## src/rtl/spi_master_driver_pkg.sv

```systemverilog
// spi_master_driver_pkg: state encoding and default frame geometry for the SPI master.
package spi_master_pkg;
    typedef enum logic [2:0] {IDLE, SETUP, LOW, HIGH, HOLD, GAP} state_t;
    localparam int DEF_WIDTH = 16;
    localparam int DEF_HALFPERIOD = 16;
endpackage

```

## src/rtl/spi_master_driver_if.sv

```systemverilog
// spi_master_driver_if: parallel request/response bus plus the four SPI wires.
interface spi_master_driver_if #(parameter int WIDTH = 16);
    logic start;
    logic [WIDTH-1:0] txdata;
    logic busy;
    logic done;
    logic [WIDTH-1:0] rxdata;
    logic cs;
    logic sclk;
    logic mosi;
    logic miso;
    modport master(input start, txdata, miso, output busy, done, rxdata, cs, sclk, mosi);
    modport slave(output start, txdata, miso, input busy, done, rxdata, cs, sclk, mosi);
endinterface

```

## src/rtl/spi_master_driver_sync.sv

```systemverilog
// bit_synchronizer: two-flop synchroniser bringing asynchronous miso into clk.
module bit_synchronizer (
    input  logic clk,
    input  logic reset,
    input  logic d,
    output logic q
);
    logic meta;
    always_ff @(posedge clk or posedge reset) begin
        if (reset) begin
            meta <= 1'b0;
            q <= 1'b0;
        end else begin
            meta <= d;
            q <= meta;
        end
    end
endmodule

```

## src/rtl/spi_master_driver.sv

```systemverilog
// spi_master_driver: mode-0 SPI master, MSB first, every phase HALFPERIOD clk cycles.
module spi_master_driver
    import spi_master_pkg::*;
#(
    parameter int WIDTH = DEF_WIDTH,
    parameter int HALFPERIOD = DEF_HALFPERIOD
) (
    input logic clk,
    input logic reset,
    spi_master_driver_if.master bus
);
    localparam int PW = $clog2(HALFPERIOD);
    localparam int CW = $clog2(WIDTH + 1);
    state_t state, nxt;
    logic [PW-1:0] ph;
    logic [CW-1:0] cnt;
    logic [WIDTH-1:0] tx_sr, rx_sr;
    logic miso_s, last;
    bit_synchronizer u_sync (.clk(clk), .reset(reset), .d(bus.miso), .q(miso_s));
    assign last = ph == PW'(HALFPERIOD - 1);
    always_ff @(posedge clk or posedge reset) begin
        if (reset) state <= IDLE;
        else state <= nxt;
    end
    always_comb begin
        nxt = state;
        case (state)
            IDLE:  nxt = bus.start ? SETUP : IDLE;
            SETUP: nxt = last ? LOW : SETUP;
            LOW:   nxt = last ? HIGH : LOW;
            HIGH:  nxt = last ? (cnt == '0 ? HOLD : LOW) : HIGH;
            HOLD:  nxt = last ? GAP : HOLD;
            GAP:   nxt = last ? IDLE : GAP;
            default: nxt = IDLE;
        endcase
    end
    // Outputs are registered from the next state so they switch exactly with it.
    always_ff @(posedge clk or posedge reset) begin
        if (reset) begin
            ph <= '0;
            cnt <= '0;
            tx_sr <= '0;
            rx_sr <= '0;
            bus.cs <= 1'b1;
            bus.sclk <= 1'b0;
            bus.mosi <= 1'b0;
            bus.busy <= 1'b0;
            bus.done <= 1'b0;
            bus.rxdata <= '0;
        end else begin
            ph <= (state == IDLE || nxt != state) ? '0 : ph + 1'b1;
            bus.cs <= !(nxt inside {SETUP, LOW, HIGH, HOLD});
            bus.sclk <= nxt == HIGH;
            bus.busy <= nxt != IDLE;
            bus.done <= state == HOLD && last;
            if (state == IDLE && bus.start) begin
                tx_sr <= bus.txdata;
                bus.mosi <= bus.txdata[WIDTH-1];
                cnt <= CW'(WIDTH - 1);
            end
            // Sample miso at the very end of the high phase to absorb slave delay.
            if (state == HIGH && last) begin
                rx_sr <= {rx_sr[WIDTH-2:0], miso_s};
                if (cnt != '0) begin
                    cnt <= cnt - 1'b1;
                    tx_sr <= {tx_sr[WIDTH-2:0], 1'b0};
                    bus.mosi <= tx_sr[WIDTH-2];
                end
            end
            if (state == HOLD && last) bus.rxdata <= rx_sr;
        end
    end
endmodule
```

## src/flat_wrapper.sv

```systemverilog
// flat-port wrapper written by rule: the top's interface ports become plain ports
module spi_master_driver_flat import spi_master_pkg::*;
#(
    parameter int WIDTH = DEF_WIDTH,
    parameter int HALFPERIOD = DEF_HALFPERIOD
)
  (clk, reset, bus_start, bus_txdata, bus_miso, bus_busy, bus_done, bus_rxdata, bus_cs, bus_sclk, bus_mosi);
  spi_master_driver_if #(.WIDTH(WIDTH)) bus_i ();
  input logic clk;
  input logic reset;
  input wire logic [$bits(bus_i.start)-1:0] bus_start;
  input wire logic [$bits(bus_i.txdata)-1:0] bus_txdata;
  input wire logic [$bits(bus_i.miso)-1:0] bus_miso;
  output wire logic [$bits(bus_i.busy)-1:0] bus_busy;
  output wire logic [$bits(bus_i.done)-1:0] bus_done;
  output wire logic [$bits(bus_i.rxdata)-1:0] bus_rxdata;
  output wire logic [$bits(bus_i.cs)-1:0] bus_cs;
  output wire logic [$bits(bus_i.sclk)-1:0] bus_sclk;
  output wire logic [$bits(bus_i.mosi)-1:0] bus_mosi;
  assign bus_i.start = bus_start;
  assign bus_i.txdata = bus_txdata;
  assign bus_i.miso = bus_miso;
  assign bus_busy = bus_i.busy;
  assign bus_done = bus_i.done;
  assign bus_rxdata = bus_i.rxdata;
  assign bus_cs = bus_i.cs;
  assign bus_sclk = bus_i.sclk;
  assign bus_mosi = bus_i.mosi;
  spi_master_driver #(.WIDTH(WIDTH), .HALFPERIOD(HALFPERIOD)) u_core (.clk(clk), .reset(reset), .bus(bus_i));
endmodule
```

## config.mk

```make
export PLATFORM = sky130hd
export DESIGN_NAME = spi_master_driver_flat
export DESIGN_NICKNAME = d
export VERILOG_FILES = /design/src/rtl/spi_master_driver_pkg.sv /design/src/rtl/spi_master_driver_if.sv /design/src/rtl/spi_master_driver_sync.sv /design/src/rtl/spi_master_driver.sv /design/src/flat_wrapper.sv
export SDC_FILE = /design/constraint.sdc
export NUM_CORES = 1
export LEC_CHECK = 0
export CORE_UTILIZATION = 56
export CTS_BUF_LIST = sky130_fd_sc_hd__clkbuf_4 sky130_fd_sc_hd__clkbuf_8
export CTS_CLUSTER_SIZE = 24
export DETAILED_ROUTE_END_ITERATION = 16
export PLACE_DENSITY = 0.92
export SETUP_SLACK_MARGIN = 0.3
export SLEW_MARGIN = 10
export SYNTH_ARGS = -nofsm -noshare
export SYNTH_HDL_FRONTEND = slang
export SYNTH_HIERARCHICAL = 1
export SYNTH_SLANG_ARGS = --single-unit
```

## constraint.sdc

```tcl
create_clock -name clk -period 2.3 [get_ports clk]
set_input_delay 0.46 -clock clk [delete_from_list [all_inputs] [get_ports clk]]
set_output_delay 0.46 -clock clk [all_outputs]
set_load 0.03 [all_outputs]
```

* After elaboration in Yosys (flattened, before gate mapping)
Cells that the tools add are included.
** Storage, ports and cells
- Output and inout bits :: 21
- Register bits :: 67
** Operators by class
- Add/sub/neg operators :: 2
- Muxes and demuxes :: 18
- Eq/ne operators :: 11
- Reduce and logical (&&, ||, !) cells :: 10
** Operator list (number)
- $mux W16 :: 3
- $pmux W3 S6 :: 1
- $mux W5 :: 3
- $eq A3 B2 Y1 const B :: 4
- $eq A3 B3 Y1 const B :: 3
- $mux W3 :: 3
- $eq A3 B1 Y1 const B :: 2
- $mux W1 :: 6
- $logic_not A5 Y1 :: 1
- $reduce_bool A5 Y1 :: 1
- $sub A5 B1 Y5 const B :: 1
- $add A4 B1 Y4 const B :: 1
- $eq A4 B4 Y1 const B :: 1
- $mux W4 :: 1
- $reduce_bool A4 Y1 :: 1
- $logic_and A1 B1 Y1 :: 3
- $logic_not A3 Y1 :: 1
- $ne A3 B3 Y1 :: 1
- $reduce_bool A3 Y1 :: 1
- $mux W2 :: 1
- $logic_not A1 Y1 :: 1
- $logic_or A1 B1 Y1 :: 1

* Logic depth before layout (Yosys ltp)
Gate-level depths: netlist of the first run.
- Word-level depth :: 7
- Depth in mapped cells :: 7

* Modules after synthesis
The synthesis of the first run kept the hierarchy.
** Modules (own cells, without submodules)
- spi_master_driver :: area an instance 2850.2 um^2, cells each 202, times used 1, sequential area each 1602.8 um^2
- bit_synchronizer :: area an instance 53.8 um^2, cells each 3, times used 1, sequential area each 50.0 um^2

* Worst setup path after synthesis of the first run
OpenSTA, ideal clock, no wires.
- Kind :: reg2reg
- From :: register u_core.cnt[0]
- To :: register u_core.tx_sr[10]
- Library setup time :: 125 ps
- Stages on the path, launching flop included :: 8
- Buffers on the path :: 2
- Data arrival time :: 1765 ps
- Period minus slack after synthesis :: 1890 ps
- Path slack :: 410 ps
- Cells stage by stage :: dfrtp_1 inv_1 ha_1 or4b_1 buf_2 nand3_4 buf_12 mux2_4
** Between the ends
- Word-level cells in the longest chain between the ends :: 3
** Ends and longest elaborated chain
- start: declaration :: line spi_master_driver.sv:16 : logic [CW-1:0] cnt;
- start signal: assignment :: line spi_master_driver.sv:59 : cnt <= CW'(WIDTH - 1);
- start signal: assignment :: line spi_master_driver.sv:65 : cnt <= cnt - 1'b1;
- $reduce_bool A5 Y1 :: line spi_master_driver.sv:64 : if (cnt != '0) begin
- $mux W16 :: line spi_master_driver.sv:64
- $mux W16 :: line spi_master_driver.sv:62 : if (state == HIGH && last) begin
- end signal: assignment :: line spi_master_driver.sv:57 : tx_sr <= bus.txdata;
- end signal: assignment :: line spi_master_driver.sv:66 : tx_sr <= {tx_sr[WIDTH-2:0], 1'b0};
- end: declaration :: line spi_master_driver.sv:17 : logic [WIDTH-1:0] tx_sr, rx_sr;
Every way passes these cells.
A chain may end at the register's enable or synchronous reset.

* Worst setup path in the final report of the first run
- From :: register u_core.cnt[0]
- To :: register u_core.tx_sr[7]
Same word-level chain as after synthesis.

==> Flow_metrics.wiki, run 1 <==
{| class="wikitable"
! Metric !! Value
|-
| Vias in the first global route || 1826
|-
| Simple-Gate Fraction of Synth Area || 0.0698
|-
| H-tree Lvls || 3
|-
| Type of the worst setup path || register to register
|-
| 1st-iter DRT viols || 86
|-
| Vias per Instance || 5.42
|-
| Fin util || 0.754
|-
| Yosys warning count || 6
|-
| Sequential element share of the synthesized area || 0.569
|-
| Gp weighted congestion || 0.740
|-
| Layout fillers || 280
|-
| Estimated wirelength of the detail-placed design || 3160 microns
|-
| Synthesized area per cell || between 10 and 15 sq um
|-
| Maximum buffer depth of the clock tree || 2
|-
| Most frequent cell after synthesis || sky130_fd_sc_hd__dfrtp_1
|-
| Nature of the critical path endpoint || register
|-
| Drc violations || 0
|-
| Number of max-capacitance violations reported || 0
|-
| Slowest stage cell on the critical path || sky130_fd_sc_hd__or4b_4
|-
| Dominant combinational cell family by area after synthesis || multiplexers
|-
| Total of buffers placed on input and output ports || 40
|-
| Post-synthesis async set-or-reset flop share || 1.00
|-
| Slew @ Worst Pin || 388 ps
|-
| Yosys cell types || 39
|-
| Synthesized-area fraction occupied by xor and xnor cells || 0.00905
|-
| Overall track demand over capacity in global routing || 0.219
|-
| Clock transition at path regs || approximately 70 ps
|-
| Total number of vias || between 1500 and 2000
|-
| Crit-path cells || inv_1, ha_1, or4b_4, nand3_4, buf_12, mux2_2
|-
| Synth Area in Adders || 0.0129
|-
| Largest cells by area after synthesis || sky130_fd_sc_hd__dfrtp_1, sky130_fd_sc_hd__mux2_2, sky130_fd_sc_hd__mux2_4, sky130_fd_sc_hd__nor2_1, sky130_fd_sc_hd__ha_1
|-
| Syn Nets || around 230
|-
| Arrival time at the worst endpoint || ~2200 ps
|-
| Slack of the critical path || 374 ps
|-
| CTS sink cnt || 66
|-
| Setup TNS Final || 0 ps
|-
| Area occupied by registers || 0.00165 sq mm
|-
| Outcome || finished, final reports clean
|-
| Crit-path max cell delay || approximately 500 ps
|-
| Required @ worst endpoint || 2530 ps
|-
| Final count of hold timing violations || 0
|-
| Number of top-level pins || between 40 and 50
|-
| Worst setup skew after layout || 9.26 ps
|-
| Combined area of all synthesized cells || roughly 0.0029 sq mm
|-
| Cells after Synth || 205
|-
| Share of synthesized area spent on multiplexers || 0.264
|-
| Worst hold path class || primary input to async pin
|-
| PwrDens || 963 mW/mm^2
|-
| Category of cells accounting for the largest share of critical-path delay || simple AND/OR/NAND/NOR gates
|-
| Startpoint Class || register
|-
| Post-synth top flop || sky130_fd_sc_hd__dfrtp_1
|-
| Overall die area || 0.00548 sq mm
|-
| Launch instance of the worst register-to-register path || u_core/cnt[0]
|-
| Post-Place Setup Slack || 72.9 ps
|-
| Horizontal die dimension || 74.0 microns
|-
| Commonest cells in the synthesized netlist || sky130_fd_sc_hd__dfrtp_1, sky130_fd_sc_hd__mux2_2, sky130_fd_sc_hd__nor2_1
|-
| First element of the critical path || u_core/cnt[0]
|-
| Time the final worst path needs with I/O delays and setup || 1930 ps
|-
| Maximum clock frequency || 519 MHz
|-
| Number of inserted diodes || 0
|-
| Number of nets in the layout || 276
|-
| Final Non-Filler Cells || approximately 330
|-
| Number of flip-flops and latches in the synthesized netlist || 66
|-
| Clock buffer count from CTS || 9
|-
| Site row count || 25
|-
| Largest net degree at the start of global routing || 65
|-
| Area Overhead vs Synth || 25.9%
|-
| Post-synthesis cell type with the largest combined area || sky130_fd_sc_hd__dfrtp_1
|-
| Maximum fanout count along the critical path || 11
|-
| Average wire per standard cell || 15.5 microns
|-
| Quantity of hold-fixing buffers added after cts || 0
|-
| Endpoints failing setup || 0
|-
| GRT overflow || 0
|-
| Pre-Repair DR Iteration Count || 4
|-
| Number of synthesized flops with an enable pin || 0
|-
| CTS tree || yes
|-
| RSZ-0062 raised after global routing || false
|-
| Antenna violations before repair || 0
|-
| Starting Density || 0.599
|-
| Placed instance count || approximately 310
|-
| Worst max-slew margin expressed relative to the limit || 0.741
|-
| Bufs and invs on worst path || 2
|-
| Fraction of layout cells with a size suffix above 1 || 0.372
|-
| Antenna-violating nets left || 0
|-
| Buffer type at the clock tree root || sky130_fd_sc_hd__clkbuf_8
|-
| Global-route wire length before repair || 8650 microns
|-
| Max-slew violations || 0
|-
| Total wire length || about 5000 microns
|-
| Share of the synthesized area in compound gates (AO/OA/AOI/OAI) || 0.0362
|-
| Worst vdd rail ir drop || 0.678 mV
|-
| Chip Height || 74.0 microns
|-
| Leakage dissipation || between 1.5 and 2 nW
|-
| Clk Latency, worst-skew pair || around 340 ps
|-
| Area of combinational cells with multiple inputs || ~0.0012 sq mm
|-
| CORE AREA || 0.00485 sq mm
|-
| Period Utilization, post-route || 0.838
|-
| Proportion of netlist area held by the largest area contributor || 0.560
|}
[registers in the layout (all words and copies together) (netlist names)]
name / flops
u_core/bus.busy: 1
u_core/bus.cs: 1
u_core/bus.done: 1
u_core/bus.mosi: 1
u_core/bus.rxdata: 16
u_core/bus.sclk: 1
u_core/cnt: 5
u_core/ph: 4
u_core/rx_sr: 16
u_core/state: 3
u_core/tx_sr: 15
u_core/u_sync/meta: 1
u_core/u_sync/q: 1
[what timing repair did]
| item | 4_1_cts | 5_1_grt |
|---|---|---|
| resized for setup | 2 | 1 |
| endpoints found under the setup margin | 16 | 13 |
| pin swaps | 1 | 0 |
| setup buffers | 2 | 1 |
[worst reg2reg max path, cell delays in order (launching register included)]
cell	delay, ps
sky130_fd_sc_hd__dfrtp_1	410
sky130_fd_sc_hd__inv_1	100
sky130_fd_sc_hd__ha_1	170
sky130_fd_sc_hd__or4b_4	510
sky130_fd_sc_hd__nand3_4	130
sky130_fd_sc_hd__buf_12	150
sky130_fd_sc_hd__mux2_2	330
[cell usage in the layout, fill, tap and decap left out, drive strengths merged, types with 2 or more instances in the layout]
master and n:
ha 3, clkinvlp 3, nand3 5, nor2 12, bufinv 2, nor2b 2
a21oi 2, clkbuf 10, mux2 63, and3 2, nand2 3, mux2i 3
clkdlybuf4s50 39, xor2 2, inv 8, nand4 2, buf 8, a211oi 3
dfrtp 65, and2 2
[worst paths after layout]
check | endpoint | depth (start not counted) | slack [ps]
min in group clk | u_core/u_sync/q | 0 | 360
max reg2reg | u_core/tx_sr[7] | 6 | 370
min | u_core/u_sync/q | 2 | 360
max | u_core/tx_sr[7] | 6 | 370
min reg2reg | u_core/u_sync/q | 0 | 360
max in group asynchronous | u_core/bus.cs | 3 | 1390
[final cells by class]
cell class	instances	area share
Sequential cell	66	0.452
Multi-Input combinational cell	120	0.315
Timing Repair Buffer	48	0.139
Clock buffer	10	0.0376
Clock inverter	6	0.0243
Tap cell	67	0.0229
Inverter	8	0.00924
[stage by stage]
step / total power [W] / instance area (sq um) / hold WS (ps)
2_1_floorplan: 0.00222 / 2910 / 201
3_3_place_gp: 0.00237 / 3380 / 335
4_1_cts: 0.00356 / 3650 / 350
5_1_grt: 0.00372 / 3660 / 358
3_5_place_dp: 0.00242 / 3380 / 341
6_report: 0.00352 / 3660 / 355
[per-layer routing]
layer  vias up  GRT usage  wire (microns)
met5         -          0               0
met4         0      0.109             145
met3        13     0.0840             224
met2        35      0.335            2500
met1       892      0.274            2180
li1        820          -               -
[power by group]
| group | switching, W | internal, W | total [W] |
|---|---|---|---|
| Sequential | 0.000179 | 0.00140 | 0.00158 |
| Combinational | 0.000355 | 0.000499 | 0.000854 |
| Clock | 0.000449 | 0.000641 | 0.00109 |
| Total | 0.000983 | 0.00254 | 0.00352 |
[cells by family (layout without fill, tap and decap cells)]
family	after synthesis	in the layout
buffers and inverters	19	72
adders and majority gates	3	3
AOI/OAI and AO/OA	14	14
and+or+nand+nor	34	34
DFF	66	66
muxes	66	66
xor gates and xnor gates	3	3
Power figures use the tool's default switching activity.
==> inputs of run 2 (changes only) <==
Clock period 2.3 ns to 1.85 ns, I/O delays scaled along.
==> run 2 against run 1 <==
  * Design area increased by 12%
  * Clock power grew 17%
  * Core utilization increased by 9.2 points
  * First-iteration DRC count is 78% higher
  * Worst hold slack worse by 82 ps
  * Non-clock buffer count up 27
  * Register-to-register slack worse by 340 ps
  * Fmax increased by 6.0%
  * Clock skew grew 6.4 ps
  * Clock-buffer cell count is 1 lower
  * Sequential power grew 26%
  * Critical path type unchanged
==> Flow_metrics.wiki, run 2 (synthesis results as in run 1) <==
{| class="wikitable"
! Metric !! Value
|-
| Time the final worst path needs with I/O delays and setup || 1820 ps (-109 ps)
|-
| Register share of total power || 0.403 (-0.045)
|-
| CTS sink cnt || 66 (unchanged)
|-
| Final std cell area, no fill || 0.00411 sq mm (+12%)
|-
| Internal power consumption || 0.00331 W (+30%)
|-
| Maximum clock frequency || 550 MHz (+6.0%)
|-
| Type of the worst setup path || register to register
|-
| 1st-iter DRT viols || 153 (+78%)
|-
| Final count of hold timing violations || 0 (unchanged)
|-
| Maximum fanout count along the critical path || 4 (-7)
|-
| Area of combinational cells with multiple inputs || 0.00139 sq mm (+20%)
|-
| Quantity of hold-fixing buffers added after cts || 0 (unchanged)
|-
| Largest net degree at the start of global routing || 37 (-43%)
|-
| Endpoints failing setup || 0 (unchanged)
|-
| Maximum buffer depth of the clock tree || 2 (unchanged)
|-
| Layout fillers || 228 (-19%)
|-
| Chip Height || 74.0 microns (unchanged)
|-
| RSZ-0062 raised after global routing || true
|-
| Vias in the first global route || 2156 (+18%)
|-
| Number of inserted diodes || 0 (unchanged)
|-
| Clock buffer count from CTS || 9 (unchanged)
|-
| Logic depth of the worst register-to-register path || 6 (unchanged)
|-
| Area occupied by registers || 0.00165 sq mm (about the same)
|-
| CTS tree || yes
|-
| Leading cell types in the layout, fill and taps excluded || sky130_fd_sc_hd__dfrtp_1, sky130_fd_sc_hd__mux2_4, sky130_fd_sc_hd__mux2_2, sky130_fd_sc_hd__buf_4, sky130_fd_sc_hd__clkdlybuf4s50_1
|-
| Fraction of layout cells with a size suffix above 1 || 0.498 (+0.126)
|-
| Busiest metal layer after global routing || met2
|-
| Period Utilization, post-route || 0.982 (+0.145)
|-
| Drc violations || 0 (unchanged)
|-
| H-tree Lvls || 3 (unchanged)
|-
| First element of the critical path || u_core/cnt[1]
|-
| PwrDens || 1200 mW/mm^2 (+25%)
|-
| Setup slack, reg-to-reg || 30 ps (-340 ps)
|-
| Placed instance count || 315 (+2.9%)
|-
| Required @ worst endpoint || 2080 ps (-450 ps)
|-
| Vias per Instance || 6.16 (+14%)
|-
| Antenna violations before repair || 0 (unchanged)
|-
| Total of buffers placed on input and output ports || 40 (unchanged)
|-
| Worst vdd rail ir drop || 0.768 mV (+13%)
|-
| Leakage dissipation || 2.03 nW (+17%)
|-
| Switch share || 0.329 (+0.0499)
|-
| Number of nets in the layout || 305 (+11%)
|-
| Max-slew violations || 0 (unchanged)
|-
| Average wire per standard cell || 23.8 microns (+54%)
|-
| Area Overhead vs Synth || 41.4%
|-
| Total placed instance area || 0.00349 sq mm (+3.1%)
|-
| Startpoint Class || register
|-
| Commonest non-fill, non-tap cell in the layout || sky130_fd_sc_hd__dfrtp_1
|-
| Relative contribution of the clock network to total power || 0.257 (-0.052)
|-
| Outcome || finished, final reports clean
|-
| Routing usage on met1 || 0.353 (+0.0783)
|-
| Launch instance of the worst register-to-register path || u_core/cnt[1]
|-
| Global-route wire length before repair || 11200 microns (+29%)
|-
| CORE AREA || 0.00485 sq mm (unchanged)
|-
| Fraction of met2 tracks used by global routing || 0.488 (+0.153)
|-
| Nature of the critical path endpoint || register
|-
| Site row count || 25 (unchanged)
|-
| Number of max-capacitance violations reported || 0 (unchanged)
|-
| Slew @ Worst Pin || 377 ps (-11.0 ps)
|-
| Net switching power figure || 0.00162 W (+65%)
|-
| Worst setup skew after layout || 15.7 ps (+6.44 ps)
|-
| Clock transition at path regs || 70 ps (about the same)
|-
| Horizontal die dimension || 74.0 microns (unchanged)
|-
| Final Non-Filler Cells || 354 (+8.9%)
|-
| Starting Density || 0.599 (unchanged)
|-
| Number of top-level pins || 41 (unchanged)
|-
| Buffer type at the clock tree root || sky130_fd_sc_hd__clkbuf_8
|-
| Reg-to-Reg End || u_core/cnt[3]
|-
| Overall die area || 0.00548 sq mm (unchanged)
|-
| Clk Latency, worst-skew pair || 360 ps (+20 ps)
|-
| GR Util met3 || 0.0827 (-0.00136)
|-
| Portion of total power attributed to combinational logic || 0.341 (+0.099)
|-
| Overall track demand over capacity in global routing || 0.293 (+0.0741)
|-
| Worst max-slew margin expressed relative to the limit || 0.748 (+0.00736)
|-
| Estimated wirelength of the detail-placed design || 3290 microns (+4.4%)
|-
| Antenna-violating nets left || 0 (unchanged)
|-
| Gp weighted congestion || 0.789 (+6.6%)
|-
| Biggest registers after layout || u_core/bus.rxdata x16, u_core/rx_sr x16, u_core/tx_sr x15
|-
| Arrival time at the worst endpoint || 2050 ps (-100 ps)
|-
| GRT overflow || 0 (unchanged)
|-
| Total wire length || 8440 microns (+67%)
|-
| Total number of vias || 2179 (+24%)
|-
| Worst hold path class || primary input to async pin
|-
| Pre-Repair DR Iteration Count || 4 (unchanged)
|}
[run 2: cell count changes in the layout (fill, tap and decap cells not counted), sizes merged]
cell	previous run	this run
nand3	5	7
dlygate4sd2	1	18
clkbuf	10	11
bufinv	2	1
clkinvlp	3	2
buf	8	35
clkdlybuf4s50	39	19
inv	8	9
clkinv	1	3
clkdlybuf4s15	0	1
[run 2: worst max path at each step]
stage | cells past startpoint | slack (ps) | end
after global routing | 6 | -10 | u_core/cnt[3]
after detailed placement | 5 | -230 | u_core/tx_sr[7]
final | 6 | 30 | u_core/cnt[3]
after global placement | 5 | -180 | u_core/tx_sr[10]
after CTS | 6 | 50 | u_core/cnt[3]
after floorplan | 7 | 10 | u_core/tx_sr[10]
[run 2: timing repair]
item | 4_1_cts | 5_1_grt
pin swaps | 7 | 4
endpoints found under the setup margin | 76 | 62
buffers inserted | 17 | 3
resized for setup | 48 | 39
gates cloned | 3 | 0
[run 2: per-stage QoR]
| step | setup TNS [ps] | total power (W) | utilization | setup WS (ps) | hold WS (ps) |
|---|---|---|---|---|---|
| final | 0 | 0.00494 | 0.847 | 32.7 | 274 |
| after global routing | -43.5 | 0.00510 | 0.847 | -12.3 | 293 |
| after CTS | 0 | 0.00465 | 0.817 | 52.4 | 242 |
| after detailed placement | -2970 | 0.00309 | 0.719 | -227 | 340 |
| after global placement | -2680 | 0.00301 | 0.719 | -182 | 334 |
| after floorplan | 0 | 0.00279 | - | 9.93 | 111 |
[run 2: layout make-up]
type / count / share of cell area
Clock inverter: 7 / 0.0189
Clock buffer: 9 / 0.0302
Timing Repair Buffer: 75 / 0.182
Sequential cell: 66 / 0.403
Inverter: 8 / 0.00823
Tap cell: 67 / 0.0204
Multi-Input combinational cell: 122 / 0.337
[run 2: worst max-delay path, cell delays in order, from the launching register on]
cell                      delay (ps)
sky130_fd_sc_hd__dfrtp_1         410
sky130_fd_sc_hd__inv_2            90
sky130_fd_sc_hd__ha_4            130
sky130_fd_sc_hd__or4b_4          480
sky130_fd_sc_hd__buf_6           160
sky130_fd_sc_hd__and4_1          160
sky130_fd_sc_hd__a211o_1         270
[run 2: power by group through the flow]
stage / combinational, W / clock, W / sequential [W]
after floorplan: 0.000846 / 0 / 0.00194
after global placement: 0.00105 / 0 / 0.00196
after detailed placement: 0.00112 / 0 / 0.00198
after CTS: 0.00145 / 0.00126 / 0.00195
after global routing: 0.00176 / 0.00133 / 0.00201
final: 0.00168 / 0.00127 / 0.00199
[run 2: metal layers]
metal / share of wire / up-vias / routed length (microns)
li1: - / 889 / -
met4: 0.055 / 0 / 464
met2: 0.52 / 144 / 4390
met3: 0.067 / 54 / 564
met5: 0 / - / 0
met1: 0.36 / 1092 / 3020
